`src/rtl/cpu_seq.sv`:
```
// Multi-cycle instruction sequencer: fetch, decode, execute, optional memory
// access and writeback. Owns the PC and instruction register, gates the
// control unit's register-file write to the writeback cycle, and halts with
// a sticky fault code on illegal opcodes, memory timeouts or misaligned
// branch/jump targets.
module cpu_seq #(
  parameter logic [31:0] RESET_PC = 32'h0000_0000,
  parameter int unsigned TIMEOUT  = 255,
  parameter logic [31:0] NOP_INST = 32'h0000_0013
) (
  input  logic        i_clk,
  input  logic        i_rst_n,
  output logic        o_imem_req,
  output logic [31:0] o_imem_addr,
  input  logic        i_imem_ack,
  input  logic [31:0] i_imem_rdata,
  output logic [31:0] o_inst,
  output logic [31:0] o_pc,
  input  logic        i_lsu_active,
  output logic        o_dmem_req,
  input  logic        i_dmem_ack,
  input  logic        i_regfile_we,
  output logic        o_regfile_we,
  input  logic        i_bu_taken,
  input  logic [31:0] i_alu_result,
  output logic        o_retire,
  output logic [31:0] o_retire_cnt,
  output logic        o_halt,
  output logic [2:0]  o_fault
);

  typedef enum logic [2:0] {
    S_FETCH,
    S_DECODE,
    S_EXEC,
    S_MEM,
    S_WB,
    S_HALT
  } state_e;

  typedef enum logic [2:0] {
    F_NONE     = 3'd0,
    F_ILLEGAL  = 3'd1,
    F_IMEM_TO  = 3'd2,
    F_DMEM_TO  = 3'd3,
    F_MISALIGN = 3'd4
  } fault_e;

  // Opcodes the datapath implements; anything else (MSCMEM, SYSTEM, ...)
  // is treated as illegal.
  localparam logic [6:0] OP_ALU    = 7'b0110011;
  localparam logic [6:0] OP_ALUI   = 7'b0010011;
  localparam logic [6:0] OP_LOAD   = 7'b0000011;
  localparam logic [6:0] OP_STORE  = 7'b0100011;
  localparam logic [6:0] OP_BRANCH = 7'b1100011;
  localparam logic [6:0] OP_JAL    = 7'b1101111;
  localparam logic [6:0] OP_JALR   = 7'b1100111;
  localparam logic [6:0] OP_LUI    = 7'b0110111;
  localparam logic [6:0] OP_AUIPC  = 7'b0010111;

  // Last wait count that may still see an ack; a wait of TIMEOUT-1 cycles
  // (ack in the TIMEOUT-th cycle of the state) is accepted.
  localparam logic [15:0] CNT_LAST = 16'(TIMEOUT - 1);

  state_e      state_q, state_d;
  logic [31:0] pc_q, pc_d;
  logic [31:0] inst_q, inst_d;
  logic [15:0] cnt_q, cnt_d;
  logic [31:0] retire_cnt_q, retire_cnt_d;
  logic [2:0]  fault_q, fault_d;

  logic        imem_req, dmem_req, regfile_we, retire;
  logic        opcode_legal;
  logic [31:0] target;
  logic        misaligned;

  // Branch/jump target with bit0 cleared; bit1 set means not word aligned.
  assign target     = i_alu_result & ~32'h0000_0001;
  assign misaligned = i_bu_taken & target[1];

  // Opcode legality decode of the latched instruction.
  always_comb begin
    // NOTE: every variable written here gets a default first so no path
    // leaves it unassigned, which would otherwise infer a latch.
    opcode_legal = 1'b0;
    case (inst_q[6:0])
      OP_ALU, OP_ALUI, OP_LOAD, OP_STORE, OP_BRANCH,
      OP_JAL, OP_JALR, OP_LUI, OP_AUIPC: opcode_legal = 1'b1;
      default:                           opcode_legal = 1'b0;
    endcase
  end

  // Next-state and output decode; the wait counter defaults to zero so it
  // clears on every state entry and only counts while waiting for an ack.
  always_comb begin
    state_d      = state_q;
    pc_d         = pc_q;
    inst_d       = inst_q;
    cnt_d        = '0;
    retire_cnt_d = retire_cnt_q;
    fault_d      = fault_q;
    imem_req     = 1'b0;
    dmem_req     = 1'b0;
    regfile_we   = 1'b0;
    retire       = 1'b0;

    case (state_q)
      S_FETCH: begin
        imem_req = 1'b1;
        if (i_imem_ack) begin
          inst_d  = i_imem_rdata;
          state_d = S_DECODE;
        end else if (cnt_q == CNT_LAST) begin
          fault_d = F_IMEM_TO;
          state_d = S_HALT;
        end else begin
          cnt_d = cnt_q + 16'd1;
        end
      end

      S_DECODE: begin
        if (!opcode_legal) begin
          fault_d = F_ILLEGAL;
          state_d = S_HALT;
        end else begin
          state_d = S_EXEC;
        end
      end

      S_EXEC: begin
        state_d = i_lsu_active ? S_MEM : S_WB;
      end

      S_MEM: begin
        dmem_req = 1'b1;
        if (i_dmem_ack) begin
          state_d = S_WB;
        end else if (cnt_q == CNT_LAST) begin
          fault_d = F_DMEM_TO;
          state_d = S_HALT;
        end else begin
          cnt_d = cnt_q + 16'd1;
        end
      end

      S_WB: begin
        if (misaligned) begin
          // The faulting instruction has no architectural effect.
          fault_d = F_MISALIGN;
          state_d = S_HALT;
        end else begin
          regfile_we   = i_regfile_we;
          retire       = 1'b1;
          retire_cnt_d = retire_cnt_q + 32'd1;
          pc_d         = i_bu_taken ? target : pc_q + 32'd4;
          state_d      = S_FETCH;
        end
      end

      S_HALT: begin
        state_d = S_HALT;
      end

      default: begin
        state_d = S_HALT;
      end
    endcase
  end

  // State and datapath registers with synchronous active-low reset.
  always_ff @(posedge i_clk) begin
    // NOTE: sequential state uses non-blocking assignments so every register
    // samples the pre-edge values regardless of statement order.
    if (!i_rst_n) begin
      state_q      <= S_FETCH;
      pc_q         <= RESET_PC;
      inst_q       <= NOP_INST;
      cnt_q        <= '0;
      retire_cnt_q <= '0;
      fault_q      <= F_NONE;
    end else begin
      state_q      <= state_d;
      pc_q         <= pc_d;
      inst_q       <= inst_d;
      cnt_q        <= cnt_d;
      retire_cnt_q <= retire_cnt_d;
      fault_q      <= fault_d;
    end
  end

  // Requests, write enable and retire drop in the reset cycle itself so an
  // in-flight memory request is withdrawn immediately.
  assign o_imem_req   = imem_req   & i_rst_n;
  assign o_dmem_req   = dmem_req   & i_rst_n;
  assign o_regfile_we = regfile_we & i_rst_n;
  assign o_retire     = retire     & i_rst_n;

  assign o_imem_addr  = pc_q;
  assign o_pc         = pc_q;
  assign o_inst       = inst_q;
  assign o_retire_cnt = retire_cnt_q;
  assign o_halt       = (state_q == S_HALT);
  assign o_fault      = fault_q;

endmodule

```
`config.mk`:
```
export PLATFORM = sky130hd
export DESIGN_NAME = cpu_seq
export DESIGN_NICKNAME = d
export VERILOG_FILES = /design/src/rtl/cpu_seq.sv
export SDC_FILE = /design/constraint.sdc
export NUM_CORES = 1
export LEC_CHECK = 0
export CORE_MARGIN = 1
export CORE_UTILIZATION = 45
export CTS_CLUSTER_DIAMETER = 80
export DETAILED_ROUTE_END_ITERATION = 12
export PLACE_DENSITY = 0.83
export SYNTH_ARGS = -nofsm -noshare
export SYNTH_HDL_FRONTEND = slang
export SYNTH_SLANG_ARGS = --single-unit
```
`constraint.sdc`:
```
create_clock -name i_clk -period 2.61 [get_ports i_clk]
set_input_delay 0.522 -clock i_clk [delete_from_list [all_inputs] [get_ports i_clk]]
set_output_delay 0.522 -clock i_clk [all_outputs]
set_load 0.05 [all_outputs]
```
==> flow_summary.ini, run 1 <==
[grt]
grt_pass1_vias = 5484
grt_first_pass_wirelength_um = 26800
grt_max_degree = 77
grtUsageTotal_pct = 25.8
grt_overflow_total = 0
antenna_found_initial = 0

[clock_tree]
clkLatencyLatePin_ps = 410
cts_tree = built
numCtsBuffers = 17
postCtsSetupBuffers = 0
clkTransAtPathRegs_ps = 50
cts.repair.resized = 0
htreeDepth = 4
clock-root-buffer = clkbuf_16
cts_hold_buf = 0
clock_path_buffers = 2
clock-sinks = 117

[final_layout]
areaGrowthSynthToFinish_pct = 45.5
nFillCells = 1081
antenna_cells = 0
instances_no_fill = 1095
multi_input_area_mm2 = 0.00301
layout.nets = 986
regArea_mm2 = 0.00234
drive_above_1_share_pct = 8.23
stdcell_area_mm2 = 0.00845

[worst_hold_path]
hold_path.class = reg2reg

[synth]
synth_cells = 733
avgSynthCellArea_um2 = 7.92
synth_top_area_cell = dfxtp_1
yosysUniqueCellTypes = 62
ys_warn_count = 0
netlist.area_leader.share_pct = 40.3
synth_seq_cells = 117
syn-cell-area_mm2 = 0.00581
synthTopCellsByArea = dfxtp_1 40%, nand2_1 7.0%, a21oi_1 5.5%, nor2_1 4.5%, buf_4 4.3%
postSynth.asyncResetShare_pct = 0
ys.flop_type = dfxtp_1
synth_edf_count = 0
synth-seq-area-share_pct = 40.3

[power]
seqPwrFrac_pct = 32.1
cellLeakagePower_nw = 3.07
p_switching_mw = 2.62
swShare_pct = 38.3
p_int_mw = 4.24
comb_power_share_pct = 37.4
p_clk_share_pct = 30.4
pwr_density_cell_mw_per_mm2 = 811
ir_drop_mv = 0.502

[timing]
fin_crit_ps = 2440
relSlewSlack_pct = 43.2
maxSlewViolCount = 0
holdWs_ps = 451
max_freq_mhz = 410
period_share_pct = 93.4
worst_slew_pin_slew_ps = 852
setup_viol = 0
finalHoldViolCount = 0
finClkSkew_ps = 7.26
fin_setup_tns_ps = 0
rsz0062_at_grt = no

[detailed_routing]
met3_length_um = 1280
drtIter0Drc = 528
dr.pass1.iters = 5
routedWlPerCell_um = 15.7
wl_met2_um = 8510
routed_wirelength_um = 17200
vias_per_cell = 5.45
routed-via-count = 5968
top_layer = met4
drc = 0
drtAntennaViolNets = 0
met1_length_um = 7000

[worst_setup_path]
path_buf_inv = 2
path_cells = or3b_4, buf_4, nor2_2, and3_2, buf_12
crit_slowest_cell = or3b_4
path_class = reg2out
path_max_fanout = 7
critPathArrivalTime_ps = 1910
worstSetupEndpointType = primary output
required_ps = 2090
path_delay_family = simple AND/OR/NAND/NOR gates
cpPeakStageDelay_ps = 450
startpoint_type = flop

[floorplan]
die_y_um = 116
rows = 41
core-area_mm2 = 0.0126
initial_core_util_pct = 46.0
die_area_mm2 = 0.0134
die_w_um = 116
io_pins = 207

[placed_design]
io_buffers = 203
placed_area_mm2 = 0.00792
dp_hpwl_um = 12000
place_inst = 1064
place.gp.congestion = 0.884

[job]
maxCapViolations = 0

[status]
status = completed
-- kinds of logic (layout without fill, tap and decap cells) --
group	Yosys count	in the layout	share of synthesized area (%)
buf+inv	91	280	8.06
flops	117	117	40.3
compound gates	156	156	16.7
other cells	1	2	0.0646
simple gates	319	319	26.9
mux	11	11	1.92
xor+xnor	34	34	5.13
fa+ha+maj	4	4	0.862
-- synth_stat cells (all sizes together), types with 7 or more instances --
cell type	instances
nor3	16
xor2	23
nor2	69
nor4	12
and2	8
nand3	28
nand2b	7
nand4	23
a21oi	64
nand2	109
xnor2	11
dfxtp	117
o21ai	31
buf	36
and3	18
clkbuf	38
inv	16
mux2i	10
-- metrics by stage --
stage	util [%]	worst slack, ps	total power, mW
finish	67.0	173	6.86
global route	67.0	74.6	7.18
CTS	67.0	53.1	6.90
detailed placement	62.7	108	4.81
global placement	62.7	134	4.77
floorplan	-	-7.13	3.95
-- final timing paths --
kind,slack [ps],start,end,depth (start not counted)
setup reg to reg,270,o_imem_addr[2],o_imem_addr[26],6
hold / removal,450,o_inst[14],o_inst[14],2
setup / recovery,170,state_q[2],o_regfile_we,5
hold reg to reg,450,o_inst[14],o_inst[14],2
-- layer usage --
metal  up-vias  global-route usage, %
li1       2911                      -
met1      2817                   29.8
met2       207                   44.8
met3        33                   7.27
met4         0                   10.4
met5         -                      0
-- placed cells by master (no fill, tap or decap), drive strengths merged, types with 6 or more instances in the layout --
master           n
nor3            16
xor2            23
or3              6
nand2b           7
o21ai           31
clkdlybuf4s50  197
inv             16
nand3           28
a21oi           64
clkbuf          28
nor4            12
nand2          109
nand4           23
mux2i           10
dfxtp          117
nor2            69
or4              6
and3            18
a31oi            6
and2             8
buf             34
xnor2           11
a211oi           6
-- sequential cells by signal (all words and copies together) (netlist names) --
| register | cells |
|---|---|
| cnt_q | 16 |
| o_fault | 3 |
| o_imem_addr | 31 |
| o_inst | 32 |
| o_retire_cnt | 32 |
| state_q | 3 |
-- power by group through the flow --
stage / clock, mW / sequential [mW] / combinational [mW]
2_1_floorplan: 0 / 2.82 / 1.13
3_3_place_gp: 0 / 2.23 / 2.55
3_5_place_dp: 0 / 2.24 / 2.57
4_1_cts: 2.12 / 2.20 / 2.58
5_1_grt: 2.21 / 2.24 / 2.73
6_report: 2.09 / 2.20 / 2.57
-- worst reg2reg max path: stages (launching register included) --
cell and delay, ps:
dfxtp_2 390, ha_1 250, nand4_2 120, or4_1 710
nor4_1 390, mux2i_1 230, o22ai_1 90
-- layout make-up --
| cell class | instances | area share [%] |
|---|---|---|
| sequential | 117 | 27.7 |
| clock inverter | 3 | 0.207 |
| clock buffer | 28 | 6.11 |
| tap | 172 | 2.55 |
| timing repair buffer | 232 | 27.1 |
| inverter | 17 | 0.755 |
| multi-input combinational | 526 | 35.6 |
Note: power is estimated with default switching activity, not from simulation.
==> run 2, diff against run 1 <==
--- a/config.mk
+++ b/config.mk
@@ -7,3 +7,3 @@
 export LEC_CHECK = 0
-export CORE_MARGIN = 1
+export CORE_MARGIN = 4
 export CORE_UTILIZATION = 45
--- a/constraint.sdc
+++ b/constraint.sdc
@@ -3,2 +3,2 @@
 set_output_delay 0.522 -clock i_clk [all_outputs]
-set_load 0.05 [all_outputs]
+set_load 0.005 [all_outputs]
==> run 2 against run 1 <==
Via count grew 1.7%. Final cell count is 0.82% higher. Register-to-register slack got worse by 60 ps. Utilization up 0.42 points. Clock power rose by 9%. Critical endpoint is now o_imem_req. Clock skew shrank 0.76 ps. Routed wire length is 4.2% higher. Sequential share of layout area down 0.20 points. Critical path type is now in2out. Largest cell class unchanged.
==> flow_summary.ini, run 2 (synthesis results as in run 1) <==
[floorplan]
core-area_mm2 = 0.0126
rows = 41
die_y_um = 122
io_pins = 207
initial_core_util_pct = 46.0
die_area_mm2 = 0.0148
die_w_um = 122

[grt]
grt_pass1_vias = 5775
grtUsageTotal_pct = 24.0
grt_max_degree = 52
antenna_found_initial = 0
grt_first_pass_wirelength_um = 28600
grt_overflow_total = 0

[detailed_routing]
routed_wirelength_um = 17900
routed-via-count = 6071
drtIter0Drc = 744
dr.pass1.iters = 5
drtAntennaViolNets = 0
drc = 0
routedWlPerCell_um = 16.2
vias_per_cell = 5.50

[worst_setup_path]
path_max_fanout = 3
required_ps = 2090
critPathArrivalTime_ps = 2020
path_delay_family = buffers and inverters
startpoint_type = input port
crit_cells = 5
crit_slowest_cell = clkdlybuf4s50_1
path_cells = clkdlybuf4s50_1, buf_4, nand2_1, nor3_1, clkdlybuf4s50_1
path_buf_inv = 3
worstSetupEndpointType = primary output
cpPeakStageDelay_ps = 580
crit_top_cell = clkdlybuf4s50_1
path_class = in2out
worstRegToRegCells = 6

[power]
p_clk_share_pct = 36.8
swShare_pct = 29.1
p_int_mw = 4.40
p_total_mw = 6.21
ir_drop_mv = 0.413
comb_power_share_pct = 28.3
cellLeakagePower_nw = 3.09
pwr_density_cell_mw_per_mm2 = 730
seqPwrFrac_pct = 35.0
p_switching_mw = 1.81

[timing]
finalHoldViolCount = 0
max_freq_mhz = 393
rsz0062_at_grt = no
fin_crit_ps = 2540
maxSlewViolCount = 0
worst_slew_pin_slew_ps = 640
period_share_pct = 97.5
fin_setup_tns_ps = 0
finClkSkew_ps = 6.50
relSlewSlack_pct = 57.2
setup_viol = 0

[clock_tree]
clkTransAtPathRegs_ps = 50
clock-sinks = 117
htreeDepth = 4
clock-root-buffer = clkbuf_16
cts_tree = built
clkLatencyLatePin_ps = 410
clock_path_buffers = 2
numCtsBuffers = 17
cts_hold_buf = 0

[worst_hold_path]
hold_depth = 2
hold_path.class = reg2reg

[final_layout]
nFillCells = 1053
layout.nets = 993
areaGrowthSynthToFinish_pct = 46.4
layout_common_cells = 202 x clkdlybuf4s50_1, 117 x dfxtp_1, 108 x nand2_1
final_common_cell = clkdlybuf4s50_1
drive_above_1_share_pct = 8.06

[placed_design]
place.gp.congestion = 0.861
dp_hpwl_um = 12700
io_buffers = 203

[job]
maxCapViolations = 0

[status]
status = completed
run 2: cell count changes in the layout (fill, tap and decap cells not counted), sizes merged:
cell,previous run,this run
dlymetal6s2s,1,0
clkdlybuf4s50,197,202
diode,0,1
clkinvlp,1,0
clkbuf,28,29
buf,34,37
clkinv,3,2
bufinv,0,2
run 2: per-stage QoR:
step / setup slack [ps] / instances / utilization (%) / area (um2) / hold WS [ps]
floorplan: 178 / 734 / - / 5810 / 425
detailed placement: 52.1 / 1070 / 62.7 / 7920 / 446
finish: 66.1 / 1104 / 67.4 / 8510 / 451
global placement: 60.1 / 1070 / 62.7 / 7920 / 440
CTS: 49.8 / 1102 / 67.3 / 8490 / 453
global route: 2.30 / 1103 / 67.4 / 8500 / 479
run 2: area by class of cell:
| type | count | area (um2) | share of cell area [%] |
|---|---|---|---|
| Multi-Input combinational cell | 526 | 3010 | 35.4 |
| Sequential cell | 117 | 2340 | 27.5 |
| Timing Repair Buffer | 239 | 2300 | 27.0 |
| Clock buffer | 29 | 510 | 6.00 |
| Tap cell | 172 | 215 | 2.53 |
| Clock inverter | 3 | 65.1 | 0.765 |
| Inverter | 17 | 63.8 | 0.750 |
| Antenna cell | 1 | 2.50 | 0.0294 |
run 2: worst paths after layout:
check / start / slack, ps / endpoint
max: i_rst_n / 70 / o_imem_req
min: o_inst[30] / 450 / o_inst[30]
max reg2reg: o_imem_addr[2] / 210 / o_imem_addr[26]
min reg2reg: o_inst[30] / 450 / o_inst[30]
run 2: power by group through the flow:
stage / combinational (mW) / clock (mW) / sequential [mW]
global route: 1.92 / 2.40 / 2.20
floorplan: 0.886 / 0 / 2.21
finish: 1.76 / 2.28 / 2.17
CTS: 1.76 / 2.31 / 2.17
global placement: 1.72 / 0 / 2.19
detailed placement: 1.75 / 0 / 2.20
run 2: layer usage:
| metal | GRT usage, % | routed length [um] | up-vias |
|---|---|---|---|
| met5 | 0 | 0 | - |
| met4 | 8.26 | 412 | 0 |
| met3 | 7.15 | 1410 | 41 |
| met2 | 39.9 | 8740 | 273 |
| met1 | 29.9 | 7330 | 2820 |
| li1 | - | - | 2937 |
run 2: repair_timing:
| action | CTS | global route |
|---|---|---|
| endpoints found under the setup margin | 0 | 2 |
| setup buffers | 0 | 1 |
| gates resized for setup | 0 | 1 |
run 2: tightest hold or removal path: stages (launching register included):
cell	delay, ps
dfxtp_1	300
nand2_1	50
a21oi_1	50
==> run 3, diff against run 2 <==
- CTS_CLUSTER_SIZE: default -> 25
==> results of run 3 <==
No change in the layout: final DEF, timing and power equal those of run 2.
